<file path="config.mk">
export PLATFORM = sky130hd
export DESIGN_NAME = mem_arbiter_flat
export DESIGN_NICKNAME = d
export VERILOG_FILES = /design/src/rtl/mem_arb_pkg.sv /design/src/rtl/mem_arbiter_if.sv /design/src/rtl/arb_timer.sv /design/src/rtl/mem_arbiter.sv /design/src/flat_wrapper.sv
export SDC_FILE = /design/constraint.sdc
export NUM_CORES = 1
export LEC_CHECK = 0
export BUFFER_PORTS_ARGS = -buffer_cell sky130_fd_sc_hd__buf_2
export CAP_MARGIN = 20
export CORE_MARGIN = 1
export CORE_UTILIZATION = 41
export DETAILED_ROUTE_END_ITERATION = 16
export HOLD_SLACK_MARGIN = 0.1
export PLACE_DENSITY = 0.77
export RECOVER_POWER = 50
export REMOVE_ABC_BUFFERS = 1
export SKIP_CTS_REPAIR_TIMING = 1
export SYNTH_ARGS = -nofsm -noshare
export SYNTH_HDL_FRONTEND = slang
export SYNTH_HIERARCHICAL = 1
export SYNTH_SLANG_ARGS = --single-unit
</file>
<file path="constraint.sdc">
create_clock -name clk -period 1.7 [get_ports clk]
set_input_delay 0.34 -clock clk [delete_from_list [all_inputs] [get_ports clk]]
set_output_delay 0.34 -clock clk [all_outputs]
set_load 0.03 [all_outputs]
</file>
<file path="src/rtl/mem_arb_pkg.sv">
//==============================================================================
// Module   : mem_arb_pkg
// Brief    : Shared types and constants for the unified-memory arbiter.
// Revision : 1.0 - initial release
//==============================================================================
`default_nettype none
`timescale 1ns/1ps

package mem_arb_pkg;

    // Sequencer states: wait for a request, hold the access, return the result.
    typedef enum logic [1:0] {
        IDLE   = 2'd0,
        ACCESS = 2'd1,
        RESP   = 2'd2
    } arb_state_t;

    // Owner encoding as seen on the owner output.
    localparam logic OWN_CPU = 1'b0;
    localparam logic OWN_DMA = 1'b1;

    // Default number of ACCESS cycles allowed before an access is aborted.
    localparam int TIMEOUT_DEFAULT = 15;

endpackage

`default_nettype wire

</file>
<file path="src/rtl/mem_arbiter_if.sv">
//==============================================================================
// Module   : mem_arbiter_if
// Brief    : Core, DMA and memory-side signal bundle for mem_arbiter.
//            master = arbiter view, slave = environment (core/DMA/memory) view.
// Revision : 1.0 - initial release
//==============================================================================
`default_nettype none
`timescale 1ns/1ps

interface mem_arbiter_if #(
    parameter int AW = 32,
    parameter int DW = 32
);
    // Core port
    logic          cpu_req;
    logic          cpu_we;
    logic [AW-1:0] cpu_addr;
    logic [DW-1:0] cpu_wdata;
    logic [DW-1:0] cpu_rdata;
    logic          cpu_done;

    // DMA / loader port
    logic          dma_req;
    logic          dma_we;
    logic [AW-1:0] dma_addr;
    logic [DW-1:0] dma_wdata;
    logic [DW-1:0] dma_rdata;
    logic          dma_done;

    // Memory macro side
    logic          mem_en;
    logic          mem_we;
    logic [AW-1:0] mem_addr;
    logic [DW-1:0] mem_wdata;
    logic [DW-1:0] mem_rdata;
    logic          mem_ready;

    // Status
    logic          bus_err;
    logic          owner;

    modport master (
        input  cpu_req, cpu_we, cpu_addr, cpu_wdata,
        output cpu_rdata, cpu_done,
        input  dma_req, dma_we, dma_addr, dma_wdata,
        output dma_rdata, dma_done,
        output mem_en, mem_we, mem_addr, mem_wdata,
        input  mem_rdata, mem_ready,
        output bus_err, owner
    );

    modport slave (
        output cpu_req, cpu_we, cpu_addr, cpu_wdata,
        input  cpu_rdata, cpu_done,
        output dma_req, dma_we, dma_addr, dma_wdata,
        input  dma_rdata, dma_done,
        input  mem_en, mem_we, mem_addr, mem_wdata,
        output mem_rdata, mem_ready,
        input  bus_err, owner
    );

endinterface

`default_nettype wire

</file>
<file path="src/rtl/arb_timer.sv">
//==============================================================================
// Module   : arb_timer
// Brief    : 8-bit saturating up-counter with clear/load and a terminal-count
//            flag. tc is high in the cycle whose increment brings the count
//            to TIMEOUT, so TIMEOUT incrementing cycles elapse before abort.
// Revision : 1.0 - initial release
//==============================================================================
`default_nettype none
`timescale 1ns/1ps

module arb_timer #(
    parameter int TIMEOUT = 15
) (
    input  wire logic       clk,
    input  wire logic       reset_n,
    input  wire logic       clr,
    input  wire logic       load,
    input  wire logic [7:0] load_val,
    input  wire logic       inc,
    output logic            tc
);

    localparam logic [7:0] TC_VAL = 8'(TIMEOUT - 1);

    logic [7:0] count_q;
    logic [7:0] count_d;

    // Next count: clear beats load beats increment; saturate at all-ones.
    always_comb begin
        count_d = count_q;
        if (clr) begin
            count_d = 8'd0;
        end else if (load) begin
            count_d = load_val;
        end else if (inc && (count_q != 8'hFF)) begin
            count_d = count_q + 8'd1;
        end
    end

    // Count register.
    always_ff @(posedge clk or negedge reset_n) begin
        if (!reset_n) begin
            count_q <= 8'd0;
        end else begin
            count_q <= count_d;
        end
    end

    assign tc = inc && (count_q == TC_VAL);

endmodule

`default_nettype wire

</file>
<file path="src/rtl/mem_arbiter.sv">
//==============================================================================
// Module   : mem_arbiter
// Brief    : Two-port (core / DMA) arbiter and access sequencer for the
//            unified memory. Latches the winning request, holds it on the
//            memory bus until mem_ready or timeout, then pulses done.
//            Optional: define MEMARB_ROUND_ROBIN_EN for alternating tie
//            service; otherwise the core wins every tie.
// Revision : 1.0 - initial release
//==============================================================================
`default_nettype none
`timescale 1ns/1ps

module mem_arbiter
    import mem_arb_pkg::*;
#(
    parameter int AW      = 32,
    parameter int DW      = 32,
    parameter int TIMEOUT = TIMEOUT_DEFAULT
) (
    input  wire logic     clk,
    input  wire logic     reset_n,
    mem_arbiter_if.master bus
);

    arb_state_t    state_q, state_d;
    logic          owner_q, owner_d;
    logic          we_q, we_d;
    logic [AW-1:0] addr_q, addr_d;
    logic [DW-1:0] wdata_q, wdata_d;
    logic [DW-1:0] rdata_q, rdata_d;
    logic          err_q, err_d;

    logic          timer_clr;
    logic          timer_inc;
    logic          timer_tc;
    logic          grant_dma;

    // Winner selection, only consumed in IDLE when at least one port requests.
    always_comb begin
`ifdef MEMARB_ROUND_ROBIN_EN
        if (bus.cpu_req && bus.dma_req) begin
            grant_dma = (owner_q == OWN_CPU);
        end else begin
            grant_dma = bus.dma_req;
        end
`else
        grant_dma = !bus.cpu_req;
`endif
    end

    // Sequencer next-state: latch the winner, wait for ready/timeout, respond.
    always_comb begin
        state_d   = state_q;
        owner_d   = owner_q;
        we_d      = we_q;
        addr_d    = addr_q;
        wdata_d   = wdata_q;
        rdata_d   = rdata_q;
        err_d     = err_q;
        timer_clr = 1'b0;
        timer_inc = 1'b0;
        unique case (state_q)
            IDLE: begin
                if (bus.cpu_req || bus.dma_req) begin
                    owner_d   = grant_dma ? OWN_DMA : OWN_CPU;
                    we_d      = grant_dma ? bus.dma_we    : bus.cpu_we;
                    addr_d    = grant_dma ? bus.dma_addr  : bus.cpu_addr;
                    wdata_d   = grant_dma ? bus.dma_wdata : bus.cpu_wdata;
                    timer_clr = 1'b1;
                    state_d   = ACCESS;
                end
            end
            ACCESS: begin
                timer_inc = 1'b1;
                // Ready wins over a coincident timeout.
                if (bus.mem_ready) begin
                    rdata_d = we_q ? '0 : bus.mem_rdata;
                    err_d   = 1'b0;
                    state_d = RESP;
                end else if (timer_tc) begin
                    rdata_d = '0;
                    err_d   = 1'b1;
                    state_d = RESP;
                end
            end
            RESP: begin
                state_d = IDLE;
            end
            default: begin
                state_d = IDLE;
            end
        endcase
    end

    // State and access latches; owner resets to DMA so the core wins the first tie.
    always_ff @(posedge clk or negedge reset_n) begin
        if (!reset_n) begin
            state_q <= IDLE;
            owner_q <= OWN_DMA;
            we_q    <= 1'b0;
            addr_q  <= '0;
            wdata_q <= '0;
            rdata_q <= '0;
            err_q   <= 1'b0;
        end else begin
            state_q <= state_d;
            owner_q <= owner_d;
            we_q    <= we_d;
            addr_q  <= addr_d;
            wdata_q <= wdata_d;
            rdata_q <= rdata_d;
            err_q   <= err_d;
        end
    end

    arb_timer #(
        .TIMEOUT (TIMEOUT)
    ) u_timer (
        .clk      (clk),
        .reset_n  (reset_n),
        .clr      (timer_clr),
        .load     (1'b0),
        .load_val (8'd0),
        .inc      (timer_inc),
        .tc       (timer_tc)
    );

    // Outputs are decoded from state and latches only; nothing flows through
    // combinationally from the request or mem_ready inputs.
    assign bus.mem_en    = (state_q == ACCESS);
    assign bus.mem_we    = (state_q == ACCESS) && we_q;
    assign bus.mem_addr  = addr_q;
    assign bus.mem_wdata = wdata_q;
    assign bus.cpu_done  = (state_q == RESP) && (owner_q == OWN_CPU);
    assign bus.dma_done  = (state_q == RESP) && (owner_q == OWN_DMA);
    assign bus.cpu_rdata = bus.cpu_done ? rdata_q : '0;
    assign bus.dma_rdata = bus.dma_done ? rdata_q : '0;
    assign bus.bus_err   = (state_q == RESP) && err_q;
    assign bus.owner     = owner_q;

endmodule

`default_nettype wire

</file>
<file path="src/flat_wrapper.sv">
// flat-port wrapper written by rule: the top's interface ports become plain ports
module mem_arbiter_flat import mem_arb_pkg::*;
#(
    parameter int AW      = 32,
    parameter int DW      = 32,
    parameter int TIMEOUT = TIMEOUT_DEFAULT
)
  (clk, reset_n, bus_cpu_req, bus_cpu_we, bus_cpu_addr, bus_cpu_wdata, bus_cpu_rdata, bus_cpu_done, bus_dma_req, bus_dma_we, bus_dma_addr, bus_dma_wdata, bus_dma_rdata, bus_dma_done, bus_mem_en, bus_mem_we, bus_mem_addr, bus_mem_wdata, bus_mem_rdata, bus_mem_ready, bus_bus_err, bus_owner);
  mem_arbiter_if #(.AW(AW), .DW(DW)) bus_i ();
  input  wire logic clk;
  input  wire logic reset_n;
  input wire logic [$bits(bus_i.cpu_req)-1:0] bus_cpu_req;
  input wire logic [$bits(bus_i.cpu_we)-1:0] bus_cpu_we;
  input wire logic [$bits(bus_i.cpu_addr)-1:0] bus_cpu_addr;
  input wire logic [$bits(bus_i.cpu_wdata)-1:0] bus_cpu_wdata;
  output wire logic [$bits(bus_i.cpu_rdata)-1:0] bus_cpu_rdata;
  output wire logic [$bits(bus_i.cpu_done)-1:0] bus_cpu_done;
  input wire logic [$bits(bus_i.dma_req)-1:0] bus_dma_req;
  input wire logic [$bits(bus_i.dma_we)-1:0] bus_dma_we;
  input wire logic [$bits(bus_i.dma_addr)-1:0] bus_dma_addr;
  input wire logic [$bits(bus_i.dma_wdata)-1:0] bus_dma_wdata;
  output wire logic [$bits(bus_i.dma_rdata)-1:0] bus_dma_rdata;
  output wire logic [$bits(bus_i.dma_done)-1:0] bus_dma_done;
  output wire logic [$bits(bus_i.mem_en)-1:0] bus_mem_en;
  output wire logic [$bits(bus_i.mem_we)-1:0] bus_mem_we;
  output wire logic [$bits(bus_i.mem_addr)-1:0] bus_mem_addr;
  output wire logic [$bits(bus_i.mem_wdata)-1:0] bus_mem_wdata;
  input wire logic [$bits(bus_i.mem_rdata)-1:0] bus_mem_rdata;
  input wire logic [$bits(bus_i.mem_ready)-1:0] bus_mem_ready;
  output wire logic [$bits(bus_i.bus_err)-1:0] bus_bus_err;
  output wire logic [$bits(bus_i.owner)-1:0] bus_owner;
  assign bus_i.cpu_req = bus_cpu_req;
  assign bus_i.cpu_we = bus_cpu_we;
  assign bus_i.cpu_addr = bus_cpu_addr;
  assign bus_i.cpu_wdata = bus_cpu_wdata;
  assign bus_cpu_rdata = bus_i.cpu_rdata;
  assign bus_cpu_done = bus_i.cpu_done;
  assign bus_i.dma_req = bus_dma_req;
  assign bus_i.dma_we = bus_dma_we;
  assign bus_i.dma_addr = bus_dma_addr;
  assign bus_i.dma_wdata = bus_dma_wdata;
  assign bus_dma_rdata = bus_i.dma_rdata;
  assign bus_dma_done = bus_i.dma_done;
  assign bus_mem_en = bus_i.mem_en;
  assign bus_mem_we = bus_i.mem_we;
  assign bus_mem_addr = bus_i.mem_addr;
  assign bus_mem_wdata = bus_i.mem_wdata;
  assign bus_i.mem_rdata = bus_mem_rdata;
  assign bus_i.mem_ready = bus_mem_ready;
  assign bus_bus_err = bus_i.bus_err;
  assign bus_owner = bus_i.owner;
  mem_arbiter #(.AW(AW), .DW(DW), .TIMEOUT(TIMEOUT)) u_core (.clk(clk), .reset_n(reset_n), .bus(bus_i));
endmodule
</file>
**Yosys cells after proc, flatten, opt, wreduce, memory -nomap -nowiden**

Cells that the tools add are included.

- Flip-flop bits (word level): 109
- Word-level logic and storage cells: 49
- Bits of input ports: 167
- Output and inout port bits: 134

- Add/sub/neg operators: 1
- Bitwise logic cells: 1
- Equality and inequality tests: 6
- Multiplexer cells: 20
- Reductions and logical operators: 13

Operators with widths:

| operator | number |
|---|---|
| $mux W32 | 7 |
| $mux W8 | 2 |
| $add A8 B1 Y8 const B | 1 |
| $eq A8 B4 Y1 const B | 1 |
| $ne A8 B8 Y1 const B | 1 |
| $mux W1 | 7 |
| $logic_and A1 B1 Y1 | 6 |
| $mux W2 | 3 |
| $reduce_and A2 Y1 | 3 |
| $pmux W2 S2 | 1 |
| $reduce_bool A2 Y1 | 2 |
| $ne A3 B1 Y1 const B | 1 |
| $eq A2 B1 Y1 const B | 1 |
| $eq A2 B2 Y1 const B | 1 |
| $logic_not A2 Y1 | 1 |
| $ne A2 B1 Y1 const B | 1 |
| $logic_or A1 B1 Y1 | 1 |
| $not A1 Y1 | 1 |

**Longest topological paths before layout**

- Depth in word-level cells: 6
- Gate-level depth with buffers: 8
- Gate-level depth less buffers: 7

**Cells and area by module**

Netlist, hierarchy kept.

By module, submodules not included:

| module | instances | area each (µm²) | seq. area each (µm²) | cells each |
|---|---|---|---|---|
| mem_arbiter | 1 | 5149.9 | 2528.7 | 442 |
| arb_timer | 1 | 541.8 | 200.2 | 58 |

**Worst setup path before layout**

Ideal clock, no wire load.

- Kind: register -> output
- Start: register u_core.owner_q (netlist: u_core/bus.owner)
- End: output port bus_dma_rdata[22]
- Stages on the path, launching flop included: 4
- Arrival: 1.665 ns
- Path slack: -0.305 ns
- Buffers on the path: 1
- Required time: 1.360 ns
- Path through: dfstp_2 and3b_1 clkbuf_1 and2_1

- Cells in the longest elaborated chain, start to end: 2

RTL lines:

| element | line | RTL |
|---|---|---|
| from (decl) | mem_arbiter.sv:26 | `logic owner_q, owner_d;` |
| from (signal assigned) | mem_arbiter.sv:107 | `owner_q <= owner_d;` |
| $logic_and A1 B1 Y1 | mem_arbiter.sv:135 | `assign bus.dma_done = (state_q == RESP) && (owner_q == OWN_DMA);` |
| via bus_dma_done | flat_wrapper.sv:23 | `output wire logic [$bits(bus_i.dma_done)-1:0] bus_dma_done;` |
| $mux W32 | mem_arbiter.sv:137 | `assign bus.dma_rdata = bus.dma_done ? rdata_q : '0;` |
| to (decl) | flat_wrapper.sv:22 | `output wire logic [$bits(bus_i.dma_rdata)-1:0] bus_dma_rdata;` |

The timed path passes the listed nets, and every way through them passes these cells.

**Worst setup path in the final report**

- Start: register u_core.owner_q (netlist: u_core/bus.owner)
- End: output port bus_dma_rdata[10]

- Cells in the longest elaborated chain, start to end: 2

RTL lines:

| element | line |
|---|---|
| $logic_and A1 B1 Y1 | mem_arbiter.sv:135 |
| $mux W32 | mem_arbiter.sv:137 |

Every way passes these cells.

==> metrics.md <==
| Metric | Value |
|---|---|
| Die W | `120 µm` |
| Synthesized instance count | `500` |
| Failing checks | `setup timing` |
| Worst-path fanout max | `8` |
| Synth top area share | `47.5%` |
| Reg2reg setup slack | `-160 ps` |
| H-tree depth | `3` |
| Top Family by Delay on Critical Path | `flip-flops` |
| Post-route minimum period | `2000 ps` |
| Input/output buffers | `300` |
| Yosys warning count | `6` |
| DR iter-0 viols | `306` |
| Skew final | `4.49 ps` |
| Most common cell after layout, fill and taps aside | `buf_2` |
| Placer Congestion | `0.815` |
| Syn_area_per_cell | `11.4 µm²` |
| Vias per cell | `5.00` |
| Final global-route overflow total | `0` |
| DRC viols | `0` |
| CP required | `1360 ps` |
| Post-synthesis sequential area ratio | `47.9%` |
| Synthesized flop and latch total | `109` |
| DRT Pass-1 Iters | `4` |
| FF/Latch Area | `2730 µm²` |
| First-pass GRT wire length | `24000 µm` |
| CTS sink cnt | `109` |
| Total Wirelength | `17300 µm` |
| Unrepaired setup endpoints after global routing | `yes` |
| Max Cap Viol | `0` |
| Clock buffer depth | `2` |
| Final antenna-violating net count | `0` |
| Area of the multi-input gates | `3170 µm²` |
| Layout cells sized above 1 | `66.7%` |
| Status | `complete, but fails checks` |
| WL per Instance | `16.8 µm` |
| Hold Vio Cnt, Final | `0` |
| Top cells by area, synth | `dfrtp_1 (47%), mux2_2 (24%), and2_1 (7.1%), o21ai_0 (5.7%), mux2_4 (2.6%)` |
| Clk Latency, worst-skew pair | `340 ps` |
| Area leader, netlist | `dfrtp_1` |
| Via count | `5146` |
| Post-synth cell types | `46` |
| # IOs | `301` |
| Root Buffer | `clkbuf_16` |
| Reg2reg path depth | `9` |
| CTS clk-pin slew, worst paths | `70 ps` |
| Final Setup Violations | `118` |
| Area delta synth->final | `57.0%` |
| Number of flops mapped to enable cells by yosys | `0` |
| Vias in the first global route | `4720` |
| Number of nets in the layout | `1017` |
| CP max stage delay | `560 ps` |
| Element type at the critical path start | `flop` |
| Crit. End Element | `primary output` |
| Synth Flop Type | `dfrtp_1` |
| Critical path type | `reg2out` |
| Initial antenna violation count | `0` |
| Post-synth ARST share | `100%` |
| Peak supply drop | `972 µV` |
| Final WS setup | `-300 ps` |
| Peak Freq | `500 MHz` |
| CP max stage cell | `dfstp_2` |
| Reg2reg start | `u_core/state_q[0]` |
| CTS tree | `yes` |
| CTS buffer count | `9` |
| Largest net degree at the start of global routing | `58` |
| Slew of the pin with the lowest slew margin | `786 ps` |
| Crit path cell chain | `and3b_2 > clkbuf_16 > and2_4 > buf_6` |
| Pwr/cell area | `1660 nW/µm²` |
| Fin crit share | `118%` |
| Antenna diodes | `0` |
| Area after DPL | `7690 µm²` |
| Cell area after synthesis | `5690 µm²` |
| Worst slew margin | `47.6%` |
| Leakage power | `4.42 nW` |
| WP buf/inv | `2` |
| HPWL Detailed | `11600 µm` |
| Placeable Area | `13400 µm²` |
| Final-layout fill cell count | `992` |
| Crit path launch | `u_core/bus.owner` |
| Levels on crit path | `4` |
| Finished Cell Area | `8930 µm²` |
| Effective utilization at floorplan | `42.5%` |
| Die area | `14400 µm²` |
| Hold Crit Start | `bus_mem_rdata[12]` |
| Most frequent cells in the layout | `buf_2 (250), dfrtp_1 (108), mux2_2 (85), mux2_4 (45), and2_1 (41)` |
| GRT Total Usage | `21.5%` |
| Die H | `120 µm` |
| Post-Place Setup Slack | `-328 ps` |
| Worst reg2reg path endpoint | `u_core/bus.mem_addr[8]` |
| WP data arrival | `1660 ps` |
| FP Rows | `42` |
| Final Max Tran Viols | `0` |
| Hold_ws | `223 ps` |
| Worst-case hold path end point | `u_core/rdata_q[12]` |
| Worst hold path class | `in2reg` |
| Hold depth | `3` |
## stage by stage
step / total power, W / util, % / cells / TNS, ps
after global routing: 0.0156 / 66.7 / 1029 / -27090
after detailed placement: 0.0111 / 57.4 / 989 / -9640
after global placement: 0.0109 / 57.4 / 989 / -8820
after floorplan: 0.00863 / - / 478 / -162620
final: 0.0148 / 66.7 / 1029 / -18660
after CTS: 0.0132 / 59.6 / 1005 / -28980
## worst max-delay path by stage
stage | endpoint | slack [ps]
4_1_cts | u_core/rdata_q[16] | -390
3_3_place_gp | u_core/rdata_q[31] | -280
3_5_place_dp | u_core/rdata_q[8] | -330
5_1_grt | bus_cpu_rdata[5] | -370
6_report | bus_dma_rdata[10] | -300
2_1_floorplan | bus_cpu_rdata[0] | -1340
## synthesized netlist by cell type (all sizes together), types with 2 or more instances
library cell and number:
and3 2, buf 16, a32oi 2, nand2 37, mux2 130, xor2 2
nor3 2, and2 65, ha 2, inv 3, a21o 2, dfrtp 108
nand2b 2, and3b 2, o21ai 68, a21oi 5, nand3 6, nor2 8
xnor2 2, o31ai 3, clkbuf 17
## tightest hold or removal path, stage by stage
cell	delay [ps]
buf_2	90
nand2_1	50
o21ai_1	50
## metal layers
layer  GRT usage (%)  part of all wire [%]  up-vias
li1                -                     -     2435
met5               0                     0        -
met1            26.0                    40     2459
met3            4.13                   5.8       30
met2            37.4                    52      222
met4            9.14                   2.6        0
## state kept, by name, indices dropped and copies added (netlist names)
| register | cells |
|---|---|
| u_core/err_q | 1 |
| u_core/bus.mem_addr | 32 |
| u_core/rdata_q | 32 |
| u_core/we_q | 1 |
| u_core/bus.mem_wdata | 32 |
| u_core/u_timer/count_q | 8 |
| u_core/state_q | 2 |
| u_core/bus.owner | 1 |
## report_power, final
part | switching, W | internal, W | total, W
Sequential | 0.000816 | 0.00384 | 0.00465
Clock | 0.000895 | 0.00116 | 0.00205
Combinational | 0.00435 | 0.00377 | 0.00813
Total | 0.00606 | 0.00877 | 0.0148
## kinds of logic (layout without fill, tap and decap cells)
group	count (synthesis)	after routing	synth area share, %
AOI/OAI and AO/OA	86	86	8.55
DFF	109	109	47.9
xor gates and xnor gates	4	4	0.616
other	1	12	0.0659
and+or+nand+nor	131	131	12.7
muxes	130	130	26.4
adders and majority gates	2	2	0.440
buffers and inverters	37	379	3.32
## final cells by class
type                            count  area share, %
Clock buffer                       16           3.26
Timing Repair Buffer              359           28.1
Sequential cell                   109           30.5
Tap cell                          176           2.46
Multi-Input combinational cell    365           35.4
Inverter                            4          0.168
Note: power is estimated with default switching activity, not from simulation.
